===== config.mk =====
export PLATFORM = sky130hd
export DESIGN_NAME = axi4_wb_drop_responder
export DESIGN_NICKNAME = d
export VERILOG_FILES = /design/src/rtl/axi4_wb_drop_responder.sv
export SDC_FILE = /design/constraint.sdc
export NUM_CORES = 1
export LEC_CHECK = 0
export BUFFER_PORTS_ARGS = -buffer_cell sky130_fd_sc_hd__buf_2
export CAP_MARGIN = 10
export CORE_MARGIN = 2
export CORE_UTILIZATION = 30
export DETAILED_ROUTE_END_ITERATION = 10
export PLACE_DENSITY = 0.56
export SYNTH_ARGS = -nofsm -noshare
export SYNTH_HDL_FRONTEND = slang
export SYNTH_SLANG_ARGS = --single-unit

===== constraint.sdc =====
create_clock -name axi4_aclk -period 2.1 [get_ports axi4_aclk]
set_input_delay 0.525 -clock axi4_aclk [delete_from_list [all_inputs] [get_ports axi4_aclk]]
set_output_delay 0.525 -clock axi4_aclk [all_outputs]
set_load 0.005 [all_outputs]

===== src/rtl/axi4_wb_drop_responder.sv =====
// axi4_wb_drop_responder
// Routes slave W bursts to the master or swallows them, following in-order
// AW decisions. Each swallowed burst produces one injected SLVERR B response,
// which is merged into the slave B channel without ever preempting or losing
// a master B response.
module axi4_wb_drop_responder #(
   parameter int C_AXI_DATA_WIDTH = 32,
   parameter int C_AXI_ID_WIDTH   = 4,
   parameter int C_AXI_USER_WIDTH = 4,
   parameter int C_DEC_DEPTH      = 4,
   parameter int C_BRESP_DEPTH    = 2
) (
   input  logic                          axi4_aclk,
   input  logic                          axi4_arst,
   input  logic [C_AXI_ID_WIDTH-1:0]     trans_id,
   input  logic                          trans_accept,
   input  logic                          trans_drop,
   output logic                          trans_ready,
   input  logic [C_AXI_DATA_WIDTH-1:0]   s_axi4_wdata,
   input  logic [C_AXI_DATA_WIDTH/8-1:0] s_axi4_wstrb,
   input  logic                          s_axi4_wlast,
   input  logic [C_AXI_USER_WIDTH-1:0]   s_axi4_wuser,
   input  logic                          s_axi4_wvalid,
   output logic                          s_axi4_wready,
   output logic [C_AXI_DATA_WIDTH-1:0]   m_axi4_wdata,
   output logic [C_AXI_DATA_WIDTH/8-1:0] m_axi4_wstrb,
   output logic                          m_axi4_wlast,
   output logic [C_AXI_USER_WIDTH-1:0]   m_axi4_wuser,
   output logic                          m_axi4_wvalid,
   input  logic                          m_axi4_wready,
   input  logic [C_AXI_ID_WIDTH-1:0]     m_axi4_bid,
   input  logic [1:0]                    m_axi4_bresp,
   input  logic [C_AXI_USER_WIDTH-1:0]   m_axi4_buser,
   input  logic                          m_axi4_bvalid,
   output logic                          m_axi4_bready,
   output logic [C_AXI_ID_WIDTH-1:0]     s_axi4_bid,
   output logic [1:0]                    s_axi4_bresp,
   output logic [C_AXI_USER_WIDTH-1:0]   s_axi4_buser,
   output logic                          s_axi4_bvalid,
   input  logic                          s_axi4_bready
);

   localparam int DAW = $clog2(C_DEC_DEPTH);
   localparam int BAW = $clog2(C_BRESP_DEPTH);
   localparam logic [DAW:0] DPTR_ONE = {{DAW{1'b0}}, 1'b1};
   localparam logic [BAW:0] BPTR_ONE = {{BAW{1'b0}}, 1'b1};
   localparam logic [1:0]   RESP_SLVERR = 2'b10;

   // Decision FIFO: entry = {drop, id}
   logic [C_AXI_ID_WIDTH:0]   dec_mem [C_DEC_DEPTH];
   logic [DAW:0]              dec_wptr, dec_rptr;
   logic                      dec_empty, dec_full, dec_push, dec_pop;
   logic [C_AXI_ID_WIDTH:0]   dec_head;
   logic                      head_drop;

   // Injected-B FIFO: entry = id of a swallowed burst
   logic [C_AXI_ID_WIDTH-1:0] b_mem [C_BRESP_DEPTH];
   logic [BAW:0]              b_wptr, b_rptr;
   logic                      b_empty, b_full, b_push, b_pop;
   logic [C_AXI_ID_WIDTH-1:0] b_head;

   logic                      injecting;

   // Equal index bits with differing wrap bits means the FIFO is full
   assign dec_empty = (dec_wptr == dec_rptr);
   assign dec_full  = (dec_wptr[DAW] != dec_rptr[DAW]) &&
                      (dec_wptr[DAW-1:0] == dec_rptr[DAW-1:0]);
   assign b_empty   = (b_wptr == b_rptr);
   assign b_full    = (b_wptr[BAW] != b_rptr[BAW]) &&
                      (b_wptr[BAW-1:0] == b_rptr[BAW-1:0]);

   assign trans_ready = !dec_full;
   assign dec_push    = (trans_accept | trans_drop) & !dec_full;
   assign dec_head    = dec_mem[dec_rptr[DAW-1:0]];
   assign head_drop   = dec_head[C_AXI_ID_WIDTH];
   assign b_head      = b_mem[b_rptr[BAW-1:0]];
   assign b_pop       = injecting & s_axi4_bready;

   // W payload is a pure passthrough; only valid/ready are gated
   assign m_axi4_wdata = s_axi4_wdata;
   assign m_axi4_wstrb = s_axi4_wstrb;
   assign m_axi4_wlast = s_axi4_wlast;
   assign m_axi4_wuser = s_axi4_wuser;

   // Decision storage; a simultaneous accept+drop is recorded as a drop
   always_ff @(posedge axi4_aclk) begin
      if (dec_push) dec_mem[dec_wptr[DAW-1:0]] <= {trans_drop, trans_id};
   end

   // Injected-B id storage, written on the handshake of a dropped wlast
   always_ff @(posedge axi4_aclk) begin
      if (b_push) b_mem[b_wptr[BAW-1:0]] <= dec_head[C_AXI_ID_WIDTH-1:0];
   end

   // FIFO pointers and injection flag
   always_ff @(posedge axi4_aclk or posedge axi4_arst) begin
      if (axi4_arst) begin
         dec_wptr  <= {(DAW+1){1'b0}};
         dec_rptr  <= {(DAW+1){1'b0}};
         b_wptr    <= {(BAW+1){1'b0}};
         b_rptr    <= {(BAW+1){1'b0}};
         injecting <= 1'b0;
      end else begin
         if (dec_push) dec_wptr <= dec_wptr + DPTR_ONE;
         if (dec_pop)  dec_rptr <= dec_rptr + DPTR_ONE;
         if (b_push)   b_wptr   <= b_wptr + BPTR_ONE;
         if (b_pop)    b_rptr   <= b_rptr + BPTR_ONE;
         // Start only when the master B channel is idle so its response is never lost
         if (injecting) begin
            if (s_axi4_bready) injecting <= 1'b0;
         end else if (!b_empty && !m_axi4_bvalid) begin
            injecting <= 1'b1;
         end
      end
   end

   // W routing from the decision FIFO head
   always_comb begin
      m_axi4_wvalid = 1'b0;
      s_axi4_wready = 1'b0;
      dec_pop       = 1'b0;
      b_push        = 1'b0;
      if (dec_empty) begin
         m_axi4_wvalid = 1'b0;
      end else if (!head_drop) begin
         m_axi4_wvalid = s_axi4_wvalid;
         s_axi4_wready = m_axi4_wready;
         dec_pop       = s_axi4_wvalid & m_axi4_wready & s_axi4_wlast;
      end else begin
         // The last dropped beat stalls until there is room to queue its B
         s_axi4_wready = s_axi4_wlast ? !b_full : 1'b1;
         dec_pop       = s_axi4_wvalid & s_axi4_wlast & !b_full;
         b_push        = s_axi4_wvalid & s_axi4_wlast & !b_full;
      end
   end

   // B merge: injected SLVERR owns the slave B channel while active
   always_comb begin
      s_axi4_bid    = m_axi4_bid;
      s_axi4_bresp  = m_axi4_bresp;
      s_axi4_buser  = m_axi4_buser;
      s_axi4_bvalid = m_axi4_bvalid;
      m_axi4_bready = s_axi4_bready;
      if (injecting) begin
         s_axi4_bid    = b_head;
         s_axi4_bresp  = RESP_SLVERR;
         s_axi4_buser  = {C_AXI_USER_WIDTH{1'b0}};
         s_axi4_bvalid = 1'b1;
         m_axi4_bready = 1'b0;
      end else begin
         m_axi4_bready = s_axi4_bready;
      end
   end

endmodule


==> results.json <==
{
  "outcome": "finished, violations left",
  "violations": "negative setup slack",
  "worst_skew_pair.late_latency_ns": 0.29,
  "synth_fp_nets": 228,
  "cap_viol_max_count": 0,
  "avgSynthCellArea_sq_um": 13.1,
  "synth_common_cells": "41 x buf_4, 28 x edfxtp_1, 11 x dfrtp_1",
  "p_per_area_nw_per_um2": 1520,
  "tightest_slew_ns": 0.512,
  "vias_per_cell": 4.50,
  "critPathMaxFanout": 3,
  "gr-total-overflow": 0,
  "grt_max_degree": 20,
  "critPathLaunchType": "register",
  "portBuffers": 38,
  "cp-startpoint": "dec_rptr[0]$_DFFE_PP0P_",
  "first_pass_iters": 4,
  "yosysTopAreaCell": "edfxtp_1",
  "hpwl_um": 2760,
  "grt_setup_unrepaired": "true",
  "synth-edff-count": 28,
  "final_max_slew_viol_count": 0,
  "coreArea_sq_um": 6760,
  "clockBufferDepth": 2,
  "drt_iter0_drc": 35,
  "reg2reg_depth": 5,
  "synth_most_common_cell": "buf_4",
  "p_leak_nw": 0.917,
  "drt-total-wl_um": 3630,
  "ff2ff_setup_slack_ns": 0.05,
  "hold_buffers": 0,
  "die_width_um": 87.5,
  "synth_ff_type": "edfxtp_1",
  "crit_chain": "mux4_2 -> a311oi_1 -> buf_2",
  "ys_warn_count": 0,
  "wl_per_cell_um": 14.3,
  "cts-htree-levels": 2,
  "num-fill-cells": 663,
  "synth-async-reset-ratio_pct": 28.2,
  "final.min_clock_period_ns": 2.14,
  "drive_gt1_share_pct": 42.8,
  "fin_crit_sh_pct": 102,
  "finalInstanceArea_sq_um": 2310,
  "initial_utilization_pct": 31.0,
  "rows": 30,
  "reg2reg_from": "dec_rptr[0]$_DFFE_PP0P_",
  "grt_pass1_wl_um": 5730,
  "place_area_sq_um": 2120,
  "slew_headroom_pct": 65.9,
  "cts-root-buf": "clkbuf_8",
  "path_clk_slew_ns": 0.08,
  "antennaDiodeCount": 0,
  "layout_setup_ws_ns": -0.0373,
  "netlist_instances": 160,
  "fmax_mhz": 468,
  "r2r_end": "dec_rptr[1]$_DFFE_PP0P_",
  "cts_tree": "done",
  "arrival_ns": 1.61,
  "finalSetupViolCount": 1,
  "syn-cell-area_sq_um": 2090,
  "synth.distinct_cells": 32,
  "final_nets": 240,
  "hold_viol": 0,
  "antenna_found_initial": 0,
  "antenna_left": 0,
  "fin_skew_ns": 0.00876,
  "dieHeight_um": 87.5,
  "endpoint_kind": "output pin",
  "yosys.area.top_type_share_pct": 40.2,
  "numCtsBuffers": 5,
  "max_stage_delay_ns": 0.56,
  "num_vias": 1139,
  "cp.required_ns": 1.57,
  "place_ws_ns": 0.203,
  "die_area_sq_um": 7660,
  "critPathSlowestCell": "mux4_2",
  "drc": 0,
  "routabilityCongestion": 0.710,
  "grt_pass1_vias": 1144,
  "yosys-top-cells-area": "edfxtp_1 40%, buf_4 15%, dfrtp_1 13%",
  "crit_type": "reg -> out",
  "cts_sinks": 39,
  "seq_area_frac_synth_pct": 53.3,
  "hold_path_class": "in -> async",
  "track_usage_pct": 10.0,
  "peakVddDrop_v": 0.000717,
  "area_growth_pct": 10.5,
  "ioPinCount": 119,
  "ys_seq_elements": 39
}
area by class of cell:
class	count	area [sq um]	area share, %
flip-flops and latches	39	1120	48.3
multi-input cells	70	668	28.9
repair buffers	51	299	12.9
well taps	80	100	4.33
clock buffers	6	72.6	3.14
clock inverters	2	37.5	1.62
inverters	5	18.8	0.812
routing by layer:
layer,share of wire (%),track usage [%]
met4,4.1,6.99
met2,45,14.8
met5,0,0
met1,42,12.1
met3,9.1,3.58
logic make-up after synthesis:
family / count (synthesis) / synth area share, %
buffers and inverters: 51 / 17.0
flip-flops: 39 / 53.3
AND/OR/NAND/NOR: 29 / 7.71
XOR/XNOR: 14 / 5.86
AO/OA/AOI/OAI: 12 / 5.32
multiplexers: 10 / 7.83
adder cells (fa/ha/maj): 5 / 2.99
report_power, final:
| part | leakage (nW) | switching (mW) | internal, mW | total [mW] |
|---|---|---|---|---|
| clock | 0.0514 | 0.260 | 0.354 | 0.614 |
| combinational | 0.480 | 0.757 | 0.781 | 1.54 |
| sequential | 0.386 | 0.199 | 1.15 | 1.35 |
| total | 0.917 | 1.22 | 2.29 | 3.50 |
flip-flops by register name, indices dropped and copies added, names as in the netlist:
name and count:
b_mem 8, dec_wptr 3, dec_mem 20, injecting 1
b_rptr 2, dec_rptr 3, b_wptr 2
critical path: cells and delay by family (launching register included):
family / cells / cell delay (ns)
multiplexers: 1 / 0.56
flip-flops: 1 / 0.38
AO/OA/AOI/OAI: 1 / 0.22
buffers and inverters: 1 / 0.15
per-stage QoR:
step / instances / util [%] / power, mW / setup TNS, ns / hold slack [ns]
final: 253 / 34.2 / 3.50 / -0.0373 / 0.223
after global routing: 253 / 34.2 / 3.78 / -0.185 / 0.253
after CTS: 252 / 33.9 / 3.49 / -0.0560 / 0.239
after detailed placement: 242 / 31.4 / 2.74 / 0 / 0.479
after global placement: 242 / 31.4 / 2.73 / 0 / 0.475
after floorplan: 160 / - / 2.32 / 0 / 0.377
how the worst max path moves through the flow:
stage / slack [ns] / to
4_1_cts: -0.05 / s_axi4_wready
5_1_grt: -0.11 / s_axi4_wready
3_5_place_dp: 0.20 / dec_rptr[1]$_DFFE_PP0P_
3_3_place_gp: 0.21 / dec_rptr[1]$_DFFE_PP0P_
6_report: -0.04 / s_axi4_wready
2_1_floorplan: 0.13 / b_mem[0][0]$_DFFE_PP_
cell usage in the layout (no fill, tap or decap), types with 2 or more instances in the layout:
master and count:
buf_4 10, xnor2_1 7, mux4_2 5, and2_1 4
inv_1 5, edfxtp_1 28, xor2_1 5, buf_6 3
clkbuf_8 5, nor2_1 4, or2_2 2, nor3_1 2
nand2_1 4, nor2b_1 7, a21oi_1 5, buf_2 38
mux2i_1 4, dfrtp_1 11, ha_1 5
repair_timing:
item,4_1_cts,5_1_grt
hold endpoints to repair,0,0
buffers inserted,2,1
resized for setup,6,4
setup endpoints to repair,3,4
cloned,0,0
pin swaps,3,2
Power figures use the tool's default switching activity.
